### src/rtl/operand_entry_ctrl.sv
// Operand entry sequencer: captures switch values as A then B, pulses start to the
// arithmetic core, waits for done (with timeout) and holds the result for display.
module operand_entry_ctrl #(
    parameter int WIDTH   = 16,
    parameter int TIMEOUT = 1024
) (
    input  logic             clk,
    input  logic             rst,
    input  logic             next_p,
    input  logic             clear_p,
    input  logic [WIDTH-1:0] sw,
    input  logic             done,
    input  logic [WIDTH-1:0] result_in,
    output logic [WIDTH-1:0] operand_a,
    output logic [WIDTH-1:0] operand_b,
    output logic             start,
    output logic [WIDTH-1:0] disp,
    output logic [1:0]       stage,
    output logic             err
);

    localparam int CW = (TIMEOUT > 2) ? $clog2(TIMEOUT) : 1;

    typedef enum logic [2:0] {
        S_ENTER_A,
        S_ENTER_B,
        S_START,
        S_WAIT,
        S_SHOW
    } state_t;

    state_t           state, state_nx;
    logic [WIDTH-1:0] opa_nx, opb_nx;
    logic [WIDTH-1:0] result_q, result_nx;
    logic             err_nx, start_nx;
    logic [CW-1:0]    cnt_q, cnt_nx;

    always_ff @(posedge clk) begin
        if (!rst) begin
            state     <= S_ENTER_A;
            operand_a <= '0;
            operand_b <= '0;
            result_q  <= '0;
            err       <= 1'b0;
            start     <= 1'b0;
            cnt_q     <= '0;
        end else begin
            state     <= state_nx;
            operand_a <= opa_nx;
            operand_b <= opb_nx;
            result_q  <= result_nx;
            err       <= err_nx;
            start     <= start_nx;
            cnt_q     <= cnt_nx;
        end
    end

    // start is registered: it is raised on the edge that enters START, so it is
    // high for exactly the one cycle spent in START.
    always_comb begin
        state_nx  = state;
        opa_nx    = operand_a;
        opb_nx    = operand_b;
        result_nx = result_q;
        err_nx    = err;
        start_nx  = 1'b0;
        cnt_nx    = cnt_q;
        if (clear_p) begin
            state_nx  = S_ENTER_A;
            opa_nx    = '0;
            opb_nx    = '0;
            result_nx = '0;
            err_nx    = 1'b0;
            cnt_nx    = '0;
        end else begin
            case (state)
                S_ENTER_A: begin
                    if (next_p) begin
                        opa_nx   = sw;
                        state_nx = S_ENTER_B;
                    end
                end
                S_ENTER_B: begin
                    if (next_p) begin
                        opb_nx   = sw;
                        start_nx = 1'b1;
                        state_nx = S_START;
                    end
                end
                S_START: begin
                    cnt_nx   = '0;
                    state_nx = S_WAIT;
                end
                S_WAIT: begin
                    // done has priority over a timeout landing on the same edge
                    if (done) begin
                        result_nx = result_in;
                        err_nx    = 1'b0;
                        state_nx  = S_SHOW;
                    end else if (cnt_q == CW'(TIMEOUT - 1)) begin
                        result_nx = '0;
                        err_nx    = 1'b1;
                        state_nx  = S_SHOW;
                    end else begin
                        cnt_nx = cnt_q + CW'(1);
                    end
                end
                S_SHOW: begin
                    if (next_p) state_nx = S_ENTER_A;
                end
                default: state_nx = S_ENTER_A;
            endcase
        end
    end

    always_comb begin
        disp  = '0;
        stage = 2'd0;
        case (state)
            S_ENTER_A: begin disp = sw;        stage = 2'd0; end
            S_ENTER_B: begin disp = sw;        stage = 2'd1; end
            S_START,
            S_WAIT:    begin disp = operand_b; stage = 2'd2; end
            S_SHOW:    begin disp = result_q;  stage = 2'd3; end
            default:   begin disp = '0;        stage = 2'd0; end
        endcase
    end

    a_start_single: assert property (@(posedge clk) disable iff (!rst) start |=> !start);

endmodule
### config.mk
export PLATFORM = sky130hd
export DESIGN_NAME = operand_entry_ctrl
export DESIGN_NICKNAME = d
export VERILOG_FILES = /design/src/rtl/operand_entry_ctrl.sv
export SDC_FILE = /design/constraint.sdc
export NUM_CORES = 1
export LEC_CHECK = 0
export ABC_CLOCK_PERIOD_IN_PS = 3600
export CAP_MARGIN = 20
export CORE_ASPECT_RATIO = 1.2
export CORE_UTILIZATION = 40
export CTS_CLUSTER_DIAMETER = 100
export DETAILED_ROUTE_END_ITERATION = 6
export GPL_ROUTABILITY_DRIVEN = 0
export HOLD_SLACK_MARGIN = 0.12
export PLACE_DENSITY = 0.81
export SETUP_SLACK_MARGIN = 0.05
export SKIP_CTS_REPAIR_TIMING = 1
export SYNTH_ARGS = -nofsm -noshare
export SYNTH_HDL_FRONTEND = slang
export SYNTH_SLANG_ARGS = --single-unit
### constraint.sdc
create_clock -name clk -period 3.6 [get_ports clk]
set_clock_uncertainty 0.2 [all_clocks]
set_input_delay 0.9 -clock clk [delete_from_list [all_inputs] [get_ports clk]]
set_output_delay 0.9 -clock clk [all_outputs]
set_load 0.005 [all_outputs]
## After elaboration in Yosys (flattened, before gate mapping)

Cells that the tools add are included.

- Register bits after elaboration: 63
- Input port bits: 37
- Output and inout bits: 52
- Word-level logic and storage cells: 49

- Add/subtract/negate cells: 1
- Eq/ne operators: 11
- Muxes and demuxes: 16
- Bitwise gates (word level): 2
- Reductions and logical operators: 12

Operators by type and width:

| cell | number |
|---|---|
| $pmux 16 s3 | 1 |
| $mux 16 | 2 |
| $mux 10 | 2 |
| $pmux 10 s2 | 1 |
| $mux 3 | 5 |
| $pmux 3 s5 | 1 |
| $add 10x1->10 const B | 1 |
| $eq 10x10->1 const B | 1 |
| $ne 2x2->1 const B | 5 |
| $eq 3x2->1 const B | 2 |
| $pmux 2 s3 | 1 |
| $reduce_and 2->1 | 3 |
| $reduce_or 2->1 | 3 |
| $reduce_and 4->1 | 1 |
| $reduce_bool 2->1 | 2 |
| $eq 3x1->1 const B | 1 |
| $eq 3x3->1 const B | 1 |
| $logic_not 3->1 | 1 |
| $mux 1 | 3 |
| $ne 3x3->1 const B | 1 |
| $reduce_and 3->1 | 1 |
| $reduce_or 3->1 | 1 |
| $not 1->1 | 2 |

## Logic depth before layout (Yosys ltp)

Gate-level depths: netlist of the first run.

- Depth in word-level cells: 4
- Depth in mapped cells: 6

## Least setup slack after synthesis of the first run

OpenSTA, ideal clock, no wires.

- Path type: flip-flop to output port
- Start: register state[2]
- End: output stage[1]
- Arrival time: 1.255 ns
- Data required time: 2.500 ns
- Path slack: 1.245 ns
- Cell stages (with the launch flop): 5
- Path buffers: 2
- Path through: dfxtp_1 > clkbuf_1 > and2_1 > clkbuf_1 > or2_2

- Longest elaborated chain between the ends: 3
- Elaborated cells on any way between the ends: 6
- Those cells by class: 4 x eq/ne; 1 x mux; 1 x reduce/logical

RTL lines:

| what | RTL line | source |
|---|---|---|
| from (decl) | 32 | `state_t state, state_nx;` |
| from (signal assigned) | 48 | `state <= state_nx;` |
| $eq 3x2->1 | 119 | `case (state)` |
| $reduce_or 2->1 | 119 |  |
| $pmux 2 s3 * | 119 |  |
| to (decl) | 18 | `output logic [1:0] stage,` |

Every way passes the cells marked *; elsewhere a longest branch is shown, timed or not.

## Final worst setup path of the first run

- Start: input sw[0]
- End: output disp[0]

- Longest elaborated chain between the ends: 1

RTL lines:

| what | RTL line | source |
|---|---|---|
| from (decl) | 11 | `input logic [WIDTH-1:0] sw,` |
| $pmux 16 s3 | 119 |  |
| to (decl) | 17 | `output logic [WIDTH-1:0] disp,` |

Every way passes these cells.

==> reports/qor.txt, run 1 <==
Status: completed
Largest net degree at the start of global routing: 36
CP max stage cell: clkdlybuf4s50_1
Synthesized flop and latch total: 63
Die area: 7350 µm²
Tot GR Track Use: 22.4%
Yosys warnings: 0
Main synth FF type: dfxtp_1
Mux share of post-synthesis cell area: 6.07%
PortBufs: 88
TritonCTS clock tree: done
Crit path required time: 2500 ps
Cell count after synthesis: 339
Crit-path max FO: 3
Antenna-violating nets left: 0
Maximum vdd ir drop: 241 µV
Placeable Area: 6810 µm²
# Max-Cap Violations: 0
Max Freq: 0.289 GHz
CP Data Arrival Time: 2360 ps
CTS Buf Count: 9
Final setup fails: 0
Slew Limit Headroom: 52.2%
Unrepaired setup endpoints after global routing: false
Seq/Total Area, Yosys: 45.0%
Fill cells: 622
Post-synth EDFFs: 0
Final period util: 96.0%
HPWL Detailed: 5.59 mm
RR Startpoint: state[2]$_SDFFE_PP0P_
Die Ht: 93.7 µm
Max Slew Vio Count: 0
Post-synth net total: 377
Crit path from: sw[0]
Pre-CTS setup slack: 128 ps
Clock Sink Count: 63
Layout area overhead: 41.4%
Multi-input gate area: 1420 µm²
Final min period: 3460 ps
DRC Markers: 0
Worst path bufs/invs: 2
Pwr/cell area: 394 nW/µm²
Worst-Margin Slew: 717 ps
Wire per inst: 15.6 µm
WS Path Type: in2out
CP cell instances: clkdlybuf4s50_1 > mux2i_1 > o21ai_0 > clkdlybuf4s50_1
HP Class: reg2reg
Yosys cell types: 47
Vias in the first global route: 2,634
CP Capture Type: primary output
Inst Count DP: 496
Initial Util: 41.2%
Final wirelength: 7.99 mm
Total number of vias: 2,830
Mapped Area: 2800 µm²
Average size of a mapped cell: 8.27 µm²
Largest family of logic cells by synthesized area: compound AO/OA/AOI/OAI gates
First drt pass iteration count: 4
Final Hold Fails: 0
Hold path start: operand_a[6]$_SDFFE_PP0P_
Clock slew at reported path FFs: 80 ps
Setup_tns: 0 ps
Initial antenna violation count: 0
Max clock buf depth: 2
Register area: 1260 µm²
Fin util: 58.2%
Synth Area in Compound Gates: 22.4%
CP most frequent cell: clkdlybuf4s50_1
Post-Synth XOR/XNOR Area: 0.312%
Layout cells sized above 1: 7.29%
DRT iter0 DRCs: 169
Startpoint types: primary input
Final setup margin: 144 ps
Clk Latency, worst-skew pair: 340 ps
# diodes: 0
H-tree Lvls: 3
Finished Layout Cells: 512
Routed vias/inst: 5.53
Num rows: 33
Number of I/O pins: 89
Leakage: 1.33 nW
Post-synth ARST share: 0%
Power Total: 1.56 mW
Die Width: 78.4 µm
Slowest stage delay, CP: 560 ps
Global-route wire length before repair: 12.6 mm
CP top delay family: buffers and inverters
Final #Nets: 458
Simple-Gate Fraction of Synth Area: 21.5%
CTS Root Cell: clkbuf_8
Commonest cells after routing, fill and taps aside: clkdlybuf4s50_1, nand2_1, dfxtp_1, a21oi_1, o21ai_0
Adder-cell share of the synthesized area: 0.446%
Overflow after GRT: 0
Commonest non-fill, non-tap cell in the layout: clkdlybuf4s50_1
-- stage by stage --
stage	hold WS, ps	area [µm²]
global placement	243	3740
detailed placement	247	3740
finish	255	3960
CTS	257	3960
global route	283	3960
floorplan	249	2800
-- worst register-to-register path: stages, from the launching register on --
cell and delay, ps:
dfxtp_1 550, buf_4 310, and3b_1 300, a21oi_2 620
a22o_1 260
-- cell type report --
type	instances	share of cell area [%]
clock buffer	9	3.13
timing repair buffer	96	23.7
multi-input combinational	248	35.9
inverter	2	0.189
tap	87	2.75
clock inverter	7	2.46
sequential	63	31.8
-- kinds of logic after synthesis --
| family | count (synthesis) |
|---|---|
| AND/OR/NAND/NOR | 132 |
| AO/OA/AOI/OAI | 97 |
| flip-flops | 63 |
| buffers and inverters | 28 |
| multiplexers | 17 |
| XOR/XNOR | 1 |
| adder cells (fa/ha/maj) | 1 |
-- layer usage --
| metal | up-vias | GRT usage, % | wire, µm | share of wire [%] |
|---|---|---|---|---|
| met3 | 10 | 7.96 | 645 | 8.1 |
| met2 | 111 | 37.6 | 3910 | 49 |
| met4 | 0 | 9.57 | 117 | 1.5 |
| li1 | 1363 | - | - | - |
| met5 | - | 0 | 0 | 0 |
| met1 | 1346 | 25.6 | 3320 | 41 |
-- report_power, final --
group	internal, mW	leakage (nW)	switching, mW
clock network	0.390	0.105	0.294
logic	0.0892	0.712	0.0774
registers	0.705	0.509	0.00489
total	1.18	1.33	0.376
-- flip-flops by register name, indices dropped and copies added (netlist names) --
signal / count
cnt_q: 10
err: 1
operand_a: 16
operand_b: 16
result_q: 16
start: 1
state: 3
-- cell usage after synthesis, drive strengths merged, types with 2 or more instances --
library cell,n,area [µm²]
or2,2,12.5
nand4,3,18.8
dfxtp,63,1260
nand2,83,312
a211oi,3,22.5
a2111oi,3,27.5
a22o,16,140
inv,2,7.51
a31oi,5,31.3
nor2,9,33.8
or3b,2,17.5
and3b,2,17.5
o21ai,18,90.1
o211ai,2,15.0
nand2b,4,25.0
and2,2,12.5
a21oi,39,199
nor3,4,20.0
nand3,11,55.1
and3,3,18.8
mux2i,17,170
buf,7,40.0
clkbuf,19,71.3
-- path summary, 6_finish.rpt --
check / slack, ps / to / cells after the start
worst max register to register: 1300 / result_q[10]$_SDFFE_PP0P_ / 4
worst max-delay path: 140 / disp[0] / 4
worst min register to register: 260 / operand_a[6]$_SDFFE_PP0P_ / 2
worst min-delay path: 260 / operand_a[6]$_SDFFE_PP0P_ / 2
Note: power is estimated with default switching activity, not from simulation.
==> run 2: changes to the inputs <==
- RECOVER_POWER: default -> 100
==> run 2 against run 1 <==
Against the previous run:
- the flow now finishes with violations (max-capacitance violations, max-slew violations)
- die area did not move
- clock power barely moved
- count of clock-buffer cells in the layout did not move
- non-clock buffer count did not move
- core utilization fell by 0.26 points
- sequential share of layout area rose by 0.14 points
- critical path type unchanged
- largest power group unchanged
==> reports/qor.txt, run 2 (synthesized netlist as in run 1, its figures left out) <==
Status: finished, violations left
Failing checks: max-capacitance violations, max-slew violations
CTS Root Cell: clkbuf_8
Global-route wire length before repair: 12.6 mm
Crit path required time: 2500 ps
Total number of vias: 2,821
First drt pass iteration count: 4
Max Freq: 0.290 GHz
Placeable Area: 6810 µm²
# Max-Cap Violations: 1
Die Ht: 93.7 µm
Max Slew Vio Count: 36
Fin area: 3950 µm²
Pwr/cell area: 393 nW/µm²
Regs by FF count: operand_a x16, operand_b x16, result_q x16
Overflow after GRT: 0
Initial Util: 41.2%
Leakage: 1.44 nW
Final period util: 95.8%
Slew Limit Headroom: -4.18%
Crit-path max FO: 3
Setup_tns: 0 ps
Fin util: 57.9%
Worst R2R Path Depth: 5
Power Total: 1.55 mW
Clock Sink Count: 63
Commonest cells after routing, fill and taps aside: nand2_1, dfxtp_1, dlygate4sd3_1, a21oi_1, clkdlybuf4s50_1
Final wirelength: 7.94 mm
Largest net degree at the start of global routing: 36
H-tree Lvls: 3
Die Width: 78.4 µm
Clk Latency, worst-skew pair: 340 ps
Unrepaired setup endpoints after global routing: false
CTS Buf Count: 9
Layout area overhead: 40.7%
Pre-CTS setup slack: 128 ps
Antenna-violating nets left: 0
Commonest non-fill, non-tap cell in the layout: nand2_1
DRC Markers: 0
Cell area after placement: 3740 µm²
Maximum vdd ir drop: 241 µV
Max clock buf depth: 2
Num rows: 33
CP Data Arrival Time: 2350 ps
WS Path Type: in2out
Worst-Margin Slew: 1560 ps
HPWL Detailed: 5.59 mm
TritonCTS clock tree: done
Initial antenna violation count: 0
Worst hold path depth: 2
Final setup margin: 150 ps
Tot GR Track Use: 22.4%
CP Capture Type: primary output
Startpoint types: primary input
Wire per inst: 15.5 µm
Vias in the first global route: 2,634
Final setup fails: 0
DRT iter0 DRCs: 213
Fill cells: 626
Die area: 7350 µm²
Layout cells sized above 1: 6.59%
HP Class: reg2reg
Clock slew at reported path FFs: 80 ps
# diodes: 0
Final Hold Fails: 0
Number of I/O pins: 89
Routed vias/inst: 5.51
PortBufs: 88
Final min period: 3450 ps
Final #Nets: 458
[run 2: cell types whose count changed in the layout (fill, tap and decap cells not counted), sizes merged]
| cell | delta |
|---|---|
| clkdlybuf4s50 | -49 |
| clkbuf | +1 |
| buf | -1 |
| dlygate4sd3 | +49 |
[run 2: final timing paths]
check	from	to	slack, ps
setup / recovery	sw[0]	disp[0]	150
hold reg to reg	operand_a[6]$_SDFFE_PP0P_	operand_a[6]$_SDFFE_PP0P_	250
hold / removal	operand_a[6]$_SDFFE_PP0P_	operand_a[6]$_SDFFE_PP0P_	250
setup reg to reg	cnt_q[0]$_SDFFE_PP0P_	result_q[7]$_SDFFE_PP0P_	890
[run 2: area by class of cell]
class	instances	area, µm²	area share [%]
multi-input cells	248	1410	35.7
flip-flops and latches	63	1260	32.0
repair buffers	96	937	23.7
clock buffers	9	124	3.14
well taps	87	109	2.76
clock inverters	7	97.6	2.47
inverters	2	7.51	0.190
[run 2: report_power, final]
| group | internal, mW | switching (mW) | total [mW] |
|---|---|---|---|
| logic | 0.0818 | 0.0764 | 0.158 |
| clock network | 0.390 | 0.294 | 0.684 |
| registers | 0.705 | 0.00453 | 0.710 |
| total | 1.18 | 0.374 | 1.55 |
[run 2: metrics by stage]
step / hold slack (ps) / std cells
6_report: 252 / 512
5_1_grt: 280 / 512
4_1_cts: 257 / 512
3_5_place_dp: 247 / 496
3_3_place_gp: 243 / 496
2_1_floorplan: 249 / 339
[run 2: per-layer routing]
layer | vias to the layer above | GRT usage, % | routed length, µm
met2 | 99 | 37.6 | 3920
met1 | 1347 | 25.6 | 3290
met5 | - | 0 | 0
li1 | 1365 | - | -
met4 | 0 | 9.57 | 118
met3 | 10 | 7.96 | 618
[run 2: critical path, cell delays in order]
cell and delay [ps]:
clkdlybuf4s50_1 510, mux2i_1 120, o21ai_0 260, clkdlybuf4s50_1 560
